==> src/rtl/fetch_unit.sv <==
// fetch_unit: PC owner issuing one imem request at a time, presenting the instruction or a NOP bubble to IF/ID
module fetch_unit #(
    parameter logic [15:0] RESET_PC = 16'h0000,
    parameter logic [31:0] NOP      = 32'h0000_0000
) (
    input  logic        clk,
    input  logic        rst,
    input  logic        stall,
    input  logic        redirect_valid,
    input  logic [15:0] redirect_pc,
    output logic        imem_req,
    output logic [15:0] imem_addr,
    input  logic        imem_ack,
    input  logic [31:0] imem_rdata,
    output logic [15:0] pc_plus4,
    output logic [31:0] inst,
    output logic        inst_valid
);
    typedef enum logic [1:0] {ISSUE, WAIT, PRESENT} state_t;
    state_t      state;
    logic [15:0] pc;
    logic [31:0] inst_q;
    logic        drop;
    logic [15:0] target;
    logic [15:0] pc_inc;
    assign target     = {redirect_pc[15:2], 2'b00};
    assign pc_inc     = pc + 16'd4;
    assign pc_plus4   = pc_inc;
    assign imem_req   = !rst && (state == ISSUE || (state == PRESENT && (redirect_valid || !stall)));
    assign imem_addr  = redirect_valid ? target : (state == PRESENT ? pc_inc : pc);
    assign inst_valid = !rst && state == PRESENT;
    assign inst       = inst_valid ? inst_q : NOP;
    always_ff @(posedge clk) begin
        if (rst) begin
            pc     <= RESET_PC;
            state  <= ISSUE;
            drop   <= 1'b0;
            inst_q <= NOP;
        end else begin
            case (state)
                ISSUE: begin
                    if (redirect_valid) pc <= target;
                    state <= WAIT;
                end
                WAIT: begin
                    // A redirect while waiting orphans the in-flight word; drop remembers to discard it
                    if (imem_ack) begin
                        if (drop || redirect_valid) begin
                            drop  <= 1'b0;
                            state <= ISSUE;
                            if (redirect_valid) pc <= target;
                        end else begin
                            inst_q <= imem_rdata;
                            state  <= PRESENT;
                        end
                    end else if (redirect_valid) begin
                        pc   <= target;
                        drop <= 1'b1;
                    end
                end
                PRESENT: begin
                    if (redirect_valid) begin
                        pc    <= target;
                        state <= WAIT;
                    end else if (!stall) begin
                        pc    <= pc_inc;
                        state <= WAIT;
                    end
                end
                default: state <= ISSUE;
            endcase
        end
    end
endmodule

==> config.mk <==
export PLATFORM = sky130hd
export DESIGN_NAME = fetch_unit
export DESIGN_NICKNAME = d
export VERILOG_FILES = /design/src/rtl/fetch_unit.sv
export SDC_FILE = /design/constraint.sdc
export NUM_CORES = 1
export LEC_CHECK = 0
export CORE_MARGIN = 1.5
export CORE_UTILIZATION = 44
export CTS_CLUSTER_DIAMETER = 50
export DETAILED_ROUTE_END_ITERATION = 12
export PLACE_DENSITY = 0.83
export SLEW_MARGIN = 20
export SYNTH_ARGS = -nofsm -noshare
export SYNTH_HDL_FRONTEND = slang
export SYNTH_SLANG_ARGS = --single-unit
==> constraint.sdc <==
create_clock -name clk -period 2.6 [get_ports clk]
set_input_delay 0.39 -clock clk [delete_from_list [all_inputs] [get_ports clk]]
set_output_delay 0.39 -clock clk [all_outputs]
set_load 0.03 [all_outputs]
==> key figures <==
Finish
  • Most frequent cells in the layout: 87 x nand2_1, 78 x buf_4, 55 x clkdlybuf4s50_1, 51 x a21oi_1, 45 x dfxtp_1
  • Final Cell Area: 4170 um^2
  • # fillers: 575
  • Antenna fix cells: 0
  • Post-route insts no fill: 596
  • Fin nets: 572
  • Final Util: 0.653
  • Area occupied by multi-input gates: 1750 um^2
  • Area Growth Syn to Fin: 42.8%
  • Layout cells sized above 1: 0.191
  • Leading cell type in the layout, fill and taps excluded: nand2_1
  • FF+latch area: 986 um^2

Pwr
  • Leakage power: 1.68 nW
  • Peak supply drop: 0.360 mV
  • Reg power frac: 0.480
  • Sw Ratio: 0.302
  • Logic pwr share: 0.266
  • Clock power share: 0.254
  • Internal: 1.18 mW
  • P_sw: 510 uW
  • Pwr/cell area: 405 nW/um^2
  • Overall power consumption: 1.69 mW

Timing
  • Worst rel slew slack: 0.658
  • Fin. Hold Viols: 0
  • Least-Margin Pin Slew: 0.513 ns
  • Max Slew Vio Count: 0
  • Final worst path period share: 0.977
  • RSZ-0062 raised after global routing: true
  • Max Clock Freq: 394 MHz
  • Fin crit period: 2.54 ns
  • Final setup fails: 0
  • Worst Skew: 0.00483 ns

Logic synthesis
  • Share of the synthesized area in the top cell type: 0.336
  • Main synth FF type: dfxtp_1
  • Ys Warns: 0
  • FF+latch count, synth: 49
  • Cell area after synthesis: 2920 um^2
  • Register area share after synthesis: 0.336
  • Synth unique cells: 48
  • Synth async-reset ratio: 0
  • Post-Synthesis Cells: 404
  • Area contributors post-synth: dfxtp_1 34%, nand2_1 11%, a21oi_1 8.7%, and2_1 7.3%, xnor2_1 5.7%
  • Post-synth EDFFs: 0
  • Mean Syn Cell Area: 7.23 um^2
  • Leading area contributor after synthesis: dfxtp_1

Clocking
  • Clock tree sinks: 49
  • Hold_buf cts: 0
  • Longest Clk Path Bufs: 2
  • Root Driver: clkbuf_8
  • Skew-Pair Late Insertion Delay: 0.29 ns
  • Post-CTS Setup Inserts: 0
  • CTS resizes: 12
  • H-tree Lvls: 2
  • Worst-path clk slew: 0.08 ns
  • CTS buffer count: 5
  • TritonCTS clock tree: done

Global routing
  • Pin count of the biggest net entering global routing: 34
  • First-pass GRT wire length: 13,400 um
  • Initial antenna violation count: 0
  • Vias in the first global route: 2,964
  • Tot GR Track Use: 0.229
  • Grt ovf: 0

Hold path
  • Min-Delay Path Class: reg2reg
  • Hold Path Stages: 2

Worst setup path
  • Worst path cell trace: nand4_4 > or4_4 > or4b_1 > and3_1 > buf_2
  • Setup crit start kind: flop
  • Arrival time at the worst endpoint: 2.15 ns
  • Largest stage delay, worst path: 0.54 ns
  • Worst path slowest cell: or4_4
  • Crit Path Max Fanout: 2
  • Reg2reg path depth: 4
  • Worst path required time: 2.21 ns
  • Kind of critical path: reg2out
  • Crit. End Element: output pin

Floorplan
  • Die extent in y: 84.5 um
  • DIE WIDTH: 84.5 um
  • Core area: 6390 um^2
  • I/O pins: 119
  • Num rows: 29
  • Die Footprint: 7140 um^2
  • Initial Util: 0.457

Routing
  • Routed wire length: 8470 um
  • Initial DRC count: 194
  • Drt wl/cell: 14.2 um
  • DRT Pass-1 Iters: 4
  • Post-route ant nets: 0
  • Routed via count: 3,173
  • Drt drc: 0
  • Routed vias/inst: 5.32

Job
  • Max Cap Viol: 0

Placed design
  • Port Buffers: 112
  • Final Wtd Congestion: 0.884
  • Final HPWL DP: 6210 um
  • Placed insts: 588
  • Placed inst area: 4090 um^2

Run status
  • Outcome: finished, final reports clean
[registers in the layout, summed over array words and instances, names as in the netlist]
register	count
drop	1
inst_q	32
state	2
pc	14
[final timing paths]
path                         to  slack, ns  startpoint
setup / recovery  imem_addr[15]       0.06       pc[8]
hold / removal        inst_q[3]       0.45   inst_q[3]
setup reg to reg         pc[11]       0.65    state[1]
hold reg to reg       inst_q[3]       0.45   inst_q[3]
[metrics by stage]
| stage | hold slack [ns] | setup slack (ns) | TNS (ns) |
|---|---|---|---|
| after floorplan | 0.432 | 0.258 | 0 |
| after global placement | 0.437 | -0.0517 | -0.0517 |
| after detailed placement | 0.443 | -0.0827 | -0.0827 |
| after CTS | 0.456 | -0.0626 | -0.0626 |
| after global routing | 0.475 | -0.0215 | -0.0215 |
| final | 0.452 | 0.0600 | 0 |
[final cells by class]
type,instances,area share
multi-input cells,311,0.420
clock inverters,2,0.00240
clock buffers,6,0.0174
repair buffers,143,0.294
flip-flops and latches,49,0.236
well taps,77,0.0231
inverters,8,0.00720
[synth_stat cells (2+ instances only)]
cell      number
a211oi_1       2
a21oi_1       51
a311oi_1       2
and2_1        34
and3_1         3
buf_1          2
buf_2          7
buf_4          4
clkbuf_1      24
clkbuf_2       2
dfxtp_1       49
inv_1          8
mux2i_1        3
nand2_1       87
nand2b_1       7
nand3_1        7
nand3b_1       2
nand4_1        4
nand4b_1       2
nor2_1        14
nor2b_1        4
nor3_1         5
nor4_1         9
o211ai_1       3
o21a_1         2
o21ai_0       15
o22ai_1        2
o31a_1         4
o32ai_1        6
or3_1          2
xnor2_1       19
xor2_1         3
[power groups by stage]
stage | registers (mW) | logic [mW] | clock network (mW)
5_1_grt | 0.816 | 0.483 | 0.470
6_report | 0.810 | 0.450 | 0.429
4_1_cts | 0.810 | 0.452 | 0.440
2_1_floorplan | 0.822 | 0.261 | 0
3_3_place_gp | 0.824 | 0.449 | 0
3_5_place_dp | 0.827 | 0.454 | 0
[logic make-up after synthesis]
kind of cell	after synthesis	share of synthesized area
DFF	49	0.336
other	1	0.00128
muxes	4	0.0141
and+or+nand+nor	189	0.328
adders and majority gates	1	0.00428
buffers and inverters	47	0.0694
xor gates and xnor gates	22	0.0660
AOI/OAI and AO/OA	91	0.181
[layer usage]
layer,global-route usage,part of all wire,wire length (um),vias to the layer above
met3,0.0344,0.050,424,14
met4,0.0821,0.018,149,0
met1,0.288,0.45,3810,1477
li1,-,-,-,1588
met2,0.399,0.48,4080,94
met5,0,0,0,-
[worst max-delay path: cells and delay by family, from the launching register on]
family,cells,cell delay [ns]
buf+inv,1,0.17
simple gates,4,1.34
flops,1,0.36
Power figures use the tool's default switching activity.
